## config.mk

```make
export PLATFORM = sky130hd
export DESIGN_NAME = mem_stage_sram_ctrl
export DESIGN_NICKNAME = d
export VERILOG_FILES = /design/src/rtl/mem_stage_sram_ctrl.sv
export SDC_FILE = /design/constraint.sdc
export NUM_CORES = 1
export LEC_CHECK = 0
export CAP_MARGIN = 20
export CORE_ASPECT_RATIO = 2
export CORE_MARGIN = 5
export CORE_UTILIZATION = 30
export CTS_BUF_LIST = sky130_fd_sc_hd__clkbuf_4 sky130_fd_sc_hd__clkbuf_8
export CTS_CLUSTER_DIAMETER = 50
export DETAILED_ROUTE_END_ITERATION = 8
export GPL_TIMING_DRIVEN = 0
export HOLD_SLACK_MARGIN = 0.15
export PLACE_DENSITY_LB_ADDON = 0.05
export SYNTH_ARGS = -nofsm -noshare
export SYNTH_HDL_FRONTEND = slang
export SYNTH_SLANG_ARGS = --single-unit
export TNS_END_PERCENT = 20
```

## constraint.sdc

```tcl
create_clock -name clk -period 2.6 [get_ports clk]
set_input_delay 0.78 -clock clk [delete_from_list [all_inputs] [get_ports clk]]
set_output_delay 0.78 -clock clk [all_outputs]
set_load 0.02 [all_outputs]
```

## src/rtl/mem_stage_sram_ctrl.sv

```systemverilog
// MEM-stage data-memory controller: one 32-bit load/store as two 16-bit SRAM transactions.
// Latency: ready low for 1+2*WAIT_CYCLES cycles from the request cycle, high in DONE.
// Backpressure: ready=0 freezes every upstream stage until the access reaches DONE.
module mem_stage_sram_ctrl #(
  parameter int          WAIT_CYCLES = 2,
  parameter logic [31:0] BASE_ADDR   = 32'd1024
) (
  input  logic        clk,
  input  logic        rst,
  input  logic        mem_r_en,
  input  logic        mem_w_en,
  input  logic [31:0] alu_res,
  input  logic [31:0] st_val,
  output logic        ready,
  output logic [31:0] mem_rd_data,
  output logic [17:0] sram_addr,
  output logic [15:0] sram_dq_out,
  input  logic [15:0] sram_dq_in,
  output logic        sram_dq_oe,
  output logic        sram_we_n
);

  typedef enum logic [1:0] {IDLE, LO, HI, DONE} state_t;

  localparam logic [3:0] LAST_CNT = 4'(WAIT_CYCLES - 1);

  state_t      state_q, state_d;
  logic [3:0]  cnt_q, cnt_d;
  logic        wr_q, wr_d;
  logic [16:0] word_q, word_d;
  logic [31:0] st_val_q, st_val_d;
  logic [15:0] rd_lo_q, rd_lo_d;
  logic [31:0] rd_data_q, rd_data_d;

  // Only the low 19 bits of the offset matter: the word index is bits [18:2],
  // and truncating before the subtract gives the same wrapped result.
  logic [18:0] addr_off;
  logic        request;
  logic        last_cyc;
  logic        unused_bits;

  assign addr_off    = alu_res[18:0] - BASE_ADDR[18:0];
  assign request     = mem_r_en | mem_w_en;
  assign last_cyc    = (cnt_q == LAST_CNT);
  assign mem_rd_data = rd_data_q;
  assign unused_bits = ^{alu_res[31:19], addr_off[1:0]};

  // Next-state, latch and SRAM bus decode; idle bus values are the defaults.
  always_comb begin
    state_d     = state_q;
    cnt_d       = cnt_q;
    wr_d        = wr_q;
    word_d      = word_q;
    st_val_d    = st_val_q;
    rd_lo_d     = rd_lo_q;
    rd_data_d   = rd_data_q;
    ready       = 1'b1;
    sram_addr   = 18'd0;
    sram_dq_out = 16'd0;
    sram_dq_oe  = 1'b0;
    sram_we_n   = 1'b1;
    case (state_q)
      IDLE: begin
        ready = ~request;
        if (request) begin
          state_d  = LO;
          cnt_d    = 4'd0;
          wr_d     = mem_w_en;   // write wins when both enables are set
          word_d   = addr_off[18:2];
          st_val_d = st_val;
        end
      end
      LO: begin
        ready     = 1'b0;
        sram_addr = {word_q, 1'b0};
        if (wr_q) begin
          sram_dq_oe  = 1'b1;
          sram_dq_out = st_val_q[15:0];
          sram_we_n   = last_cyc;   // strobe released on the last cycle to hold data
        end
        if (last_cyc) begin
          state_d = HI;
          cnt_d   = 4'd0;
          if (!wr_q) rd_lo_d = sram_dq_in;
        end else begin
          cnt_d = cnt_q + 4'd1;
        end
      end
      HI: begin
        ready     = 1'b0;
        sram_addr = {word_q, 1'b1};
        if (wr_q) begin
          sram_dq_oe  = 1'b1;
          sram_dq_out = st_val_q[31:16];
          sram_we_n   = last_cyc;
        end
        if (last_cyc) begin
          state_d = DONE;
          cnt_d   = 4'd0;
          // High half goes straight into the result so it is visible in DONE.
          if (!wr_q) rd_data_d = {sram_dq_in, rd_lo_q};
        end else begin
          cnt_d = cnt_q + 4'd1;
        end
      end
      DONE: begin
        ready   = 1'b1;
        state_d = IDLE;   // the frozen request must not relaunch here
      end
      default: state_d = IDLE;
    endcase
  end

  // State and datapath registers with synchronous active-low reset.
  always_ff @(posedge clk) begin
    if (!rst) begin
      state_q   <= IDLE;
      cnt_q     <= 4'd0;
      wr_q      <= 1'b0;
      word_q    <= 17'd0;
      st_val_q  <= 32'd0;
      rd_lo_q   <= 16'd0;
      rd_data_q <= 32'd0;
    end else begin
      state_q   <= state_d;
      cnt_q     <= cnt_d;
      wr_q      <= wr_d;
      word_q    <= word_d;
      st_val_q  <= st_val_d;
      rd_lo_q   <= rd_lo_d;
      rd_data_q <= rd_data_d;
    end
  end

endmodule

```

==> results of run 1 <==
timing repair:
action / 4_1_cts / 5_1_grt
gates cloned: 2 / 0
pin swaps: 4 / 1
endpoints found under the setup margin: 36 / 22
resized for setup: 192 / 7
buffers inserted: 7 / 0
cell type report:
class	instances	area, um^2	area share [%]
well taps	192	240	3.83
clock inverters	6	92.6	1.48
inverters	7	31.3	0.499
repair buffers	145	1360	21.7
flip-flops and latches	104	2090	33.3
multi-input cells	362	2160	34.4
plain buffers	33	173	2.75
clock buffers	10	131	2.09
cells in the final DEF (no fill, tap or decap), drive strengths merged, types with 3 or more instances in the layout:
cell type and n:
a21oi 45, o21ai 14, a31oi 7, mux2i 50, buf 40, clkdlybuf4s15 5, ha 8, clkbuf 40
nor2 21, o31ai 3, or3b 3, a22oi 16, inv 8, clkdlybuf4s50 99, a211oi 3, or3 3
and3 17, dlygate4sd2 4, nand2 153, dfxtp 104, or2 3
power by group:
part / leakage (nW) / total (mW) / switching, mW / internal [mW]
Sequential: 0.850 / 1.95 / 0.129 / 1.82
Clock: 0.107 / 1.13 / 0.571 / 0.559
Combinational: 1.74 / 1.96 / 1.16 / 0.802
Total: 2.70 / 5.04 / 1.86 / 3.18
how the worst min path moves through the flow:
| stage | endpoint | slack [ns] | depth (start not counted) |
|---|---|---|---|
| detailed placement | st_val_q[18] | 0.45 | 2 |
| global placement | word_q[5] | 0.44 | 2 |
| floorplan | word_q[0] | 0.43 | 2 |
| finish | word_q[1] | 0.46 | 2 |
| CTS | st_val_q[18] | 0.46 | 2 |
| global route | st_val_q[9] | 0.48 | 2 |
cell families after synthesis:
kind of cell | after synthesis
adder cells (fa/ha/maj) | 8
flip-flops | 104
AO/OA/AOI/OAI | 89
AND/OR/NAND/NOR | 211
XOR/XNOR | 2
multiplexers | 51
buffers and inverters | 44
per-layer routing:
layer	GRT usage, %	wire length (um)
met5	0	0
met4	6.36	346
met3	2.64	537
met2	33.6	8160
met1	16.1	4920
worst max-delay path: stages (launching register included):
cell and delay (ns):
dfxtp_2 0.37, inv_4 0.05, ha_2 0.24, or2_4 0.32, clkbuf_8 0.16, and3_4 0.18, buf_6 0.13
through the flow:
step	hold WS, ns	power, mW	std cells	instance area [um^2]	util, %
after floorplan	0.432	2.97	509	4320	-
after global placement	0.440	3.66	838	5930	41.5
after detailed placement	0.449	3.68	838	5930	41.5
after CTS	0.464	5.13	861	6300	44.2
after global routing	0.481	5.37	859	6270	43.9
final	0.459	5.04	859	6270	43.9
state kept, by name (all words and copies together), names as in the netlist:
name / flops
cnt_q: 4
mem_rd_data: 32
rd_lo_q: 16
st_val_q: 32
state_q: 2
word_q: 17
wr_q: 1
==> run metrics, run 1 <==
FF-to-FF setup slack 0.81 ns; WL/cell 16.3 um; global placement routability congestion 0.817; startpoint types register; Worst Hold Class reg2reg; maximum clock frequency 386 MHz; Max Root-Sink Buffers 2; Num CTS Buffers 9; dpl ws -0.713 ns; critical path class reg2out; Layout area overhead 45.2%; Setup crit start state_q[1]; Max-slew headroom 52.0%; Hold Startpoint word_q[1]; Syn Inst Count 509; EDFF count, synth 0; Setup WS post-layout 0.00646 ns; Compound-Gate Fraction of Synth Area 11.8%; worst r2r path cells 7; CTS H-tree depth 3; die area 17000 um^2; Detail Route Antenna Nets 0; initial antenna violation count 0; largest cells by area after synthesis dfxtp_1, nand2_1, mux2i_1; power density cells 804 nW/um^2; core area 14300 um^2; CTS Sinks 104; drt via density 4.65; count leader, synth nand2_1; TritonCTS clock tree yes; clock-pin slew on the worst setup and hold paths 0.10 ns; post-route minimum period 2.59 ns; largest net degree at the start of global routing 18; area leader, netlist dfxtp_1; sequential fraction of the synthesis area 48.2%; fin crit share 99.8%; RSZ-0062 raised after global routing true; Async SR Flop Fraction 0%; mux cell area share after synthesis 11.8%; synthesized area 4320 um^2; clock root cell clkbuf_8; Syn. warnings 0; MaxCap Viol Count 0; # port buffers 137; Lkg Pwr 2.70 nW; first-pass GRT wire length 22100 um; CTS Hold Buffers Added 0; Slew Limit Fails 0; layout cells sized above 1 14.2%; via count 3998; final layout net count 754; maximum VDD drop 0.366 mV; first-pass iteration count of the detailed router 5; Simple-Gate Fraction of Synth Area 21.3%; post-synth top area share 48.2%; Filler Cells Inserted 1536; Post-DP HPWL 11100 um; Setup TNS 0 ns; Unique masters post-synth 33; number of global-route vias before repair 4298; Die Ht 180 um; total global routing overflow 0; Starting Density 30.3%; commonest register cell after synthesis dfxtp_1; worst slew pin tran 0.718 ns; DRC 0; Setup crit end sram_addr[12]; setup violators final 0; io pins 153; Crit Path Max Fanout 7; Clock Skews 0.0119 ns; Data arrival, critical path 1.81 ns; Worst R2R End st_val_q[31]; Die Wd 94.8 um; Clk Latency, worst-skew pair 0.36 ns; synthesized area per cell 8.49 um^2; final hold viol count 0; status finished, final reports clean; Yosys reg bits 104; Routed WL 14000 um; CP Data Required Time 1.82 ns; RR Startpoint state_q[0]; Synth Area in Adders 2.32%; kind of end point of the critical path output port; post-synthesis xor/xnor area fraction 0.406%; num rows 62; antenna cells 0; initial drt markers 149; Commonest cells post-synth nand2_1, dfxtp_1, mux2i_1; main combinational cell family by area after synthesis simple AND/OR/NAND/NOR gates; syn_nets 601; GR Util All Layers 16.8%
(Power assumes the default switching activity.)
==> run 2, diff against run 1 <==
CORE_ASPECT_RATIO = 1.25   (was 2)
==> run metrics, run 2 (synthesized netlist as in run 1, its figures left out) <==
clock-pin slew on the worst setup and hold paths 0.10 ns; largest net degree at the start of global routing 17; initial drt markers 136; post-route minimum period 2.60 ns; final layout net count 761; Num CTS Buffers 9; DRC 0; drt via density 4.74; die area 16900 um^2; num rows 49; RSZ-0062 raised after global routing true; Max-slew headroom 53.2%; dpl cell area 5910 um^2; Post-DP HPWL 10200 um; TritonCTS clock tree yes; Data arrival, critical path 1.82 ns; failing checks negative setup slack; dpl ws -0.980 ns; RR Startpoint state_q[1]; WL/cell 16.1 um; worst slew pin tran 0.701 ns; power density cells 802 nW/um^2; core area 14300 um^2; startpoint types register; Hold EP word_q[7]; cell area after layout 6300 um^2; Die Wd 117 um; commonest non-fill, non-tap cell in the layout nand2_1; Clock Skews 0.00934 ns; Slew Limit Fails 0; Worst Hold Class reg2reg; Setup TNS -0.000305 ns; maximum VDD drop 0.329 mV; MaxCap Viol Count 0; initial antenna violation count 1; antenna cells 0; via count 4035; critical path class reg2out; maximum clock frequency 385 MHz; Clk Latency, worst-skew pair 0.36 ns; fin crit share 100%; Routed WL 13700 um; clock root cell clkbuf_8; CTS Sinks 104; number of global-route vias before repair 4080; CTS H-tree depth 3; Layout area overhead 45.8%; Die Ht 144 um; setup violators final 1; Hold Startpoint word_q[7]; commonest non-fill, non-tap cells in the layout nand2_1, dfxtp_1, clkdlybuf4s50_1, mux2i_1, a21oi_1; layout cells sized above 1 15.8%; Max Root-Sink Buffers 2; GR Util All Layers 16.0%; Setup WS post-layout -0.000305 ns; Starting Density 30.2%; Detail Route Antenna Nets 0; first-pass GRT wire length 21700 um; io pins 153; Power Total 5.05 mW; total global routing overflow 0; CP Data Required Time 1.82 ns; CTS Hold Buffers Added 0; kind of end point of the critical path output port; hold slack 0.456 ns; global placement routability congestion 0.794; Crit Path Max Fanout 6; FF-to-FF setup slack 0.75 ns; worst r2r path cells 7; # port buffers 137; status finished, violations left; Worst R2R End word_q[6]; Lkg Pwr 2.72 nW; Hold Crit Depth 2; final hold viol count 0; first-pass iteration count of the detailed router 4
## run 2: changes by cell type in the layout (fill, tap and decap cells not counted), moves of 3 or more
cell      previous run  this run
buf_4                6        17
clkbuf_2             3         7
buf_2               22        19
clkbuf_8            12         9
## run 2: worst max-delay path, cell delays in order (launching register included)
cell	delay (ns)
dfxtp_4	0.37
inv_4	0.05
ha_4	0.16
buf_8	0.13
or2_4	0.28
buf_4	0.15
and3_1	0.17
buf_2	0.15
## run 2: per-layer routing
layer | routed length (um) | up-vias | global-route usage (%)
li1 | - | 2038 | -
met1 | 5520 | 1884 | 17.6
met3 | 798 | 10 | 4.26
met5 | 13 | - | 0
met4 | 155 | 2 | 4.83
met2 | 7220 | 101 | 30.0
## run 2: per-stage QoR
step | std cells | util, %
global placement | 824 | 41.4
CTS | 851 | 44.0
detailed placement | 824 | 41.4
floorplan | 509 | -
finish | 851 | 44.1
global route | 851 | 44.1
## run 2: report_power, final
part / switching [mW] / internal, mW
logic: 1.21 / 0.906
clock network: 0.545 / 0.451
registers: 0.126 / 1.82
## run 2: cell type report
class	instances	area [um^2]
tap	178	223
clock inverter	5	58.8
buffer	34	195
inverter	7	31.3
sequential	104	2090
clock buffer	10	131
multi-input combinational	362	2180
timing repair buffer	151	1390
fill	1505	7990
## run 2: worst max-delay path by stage
stage | start | end | slack, ns | cells after the start
6_report | state_q[0] | sram_addr[2] | -0.0003 | 7
5_1_grt | state_q[0] | sram_addr[16] | -0.07 | 6
4_1_cts | state_q[1] | sram_addr[6] | -0.07 | 7
3_5_place_dp | state_q[0] | sram_addr[13] | -0.98 | 8
3_3_place_gp | state_q[0] | sram_addr[13] | -0.93 | 8
2_1_floorplan | state_q[0] | sram_addr[11] | 0.09 | 7
## run 2: repair_timing
item / 4_1_cts / 5_1_grt
pin swaps: 9 / 4
gates cloned: 2 / 0
endpoints found under the setup margin: 36 / 31
setup buffers: 12 / 1
resized for setup: 185 / 27
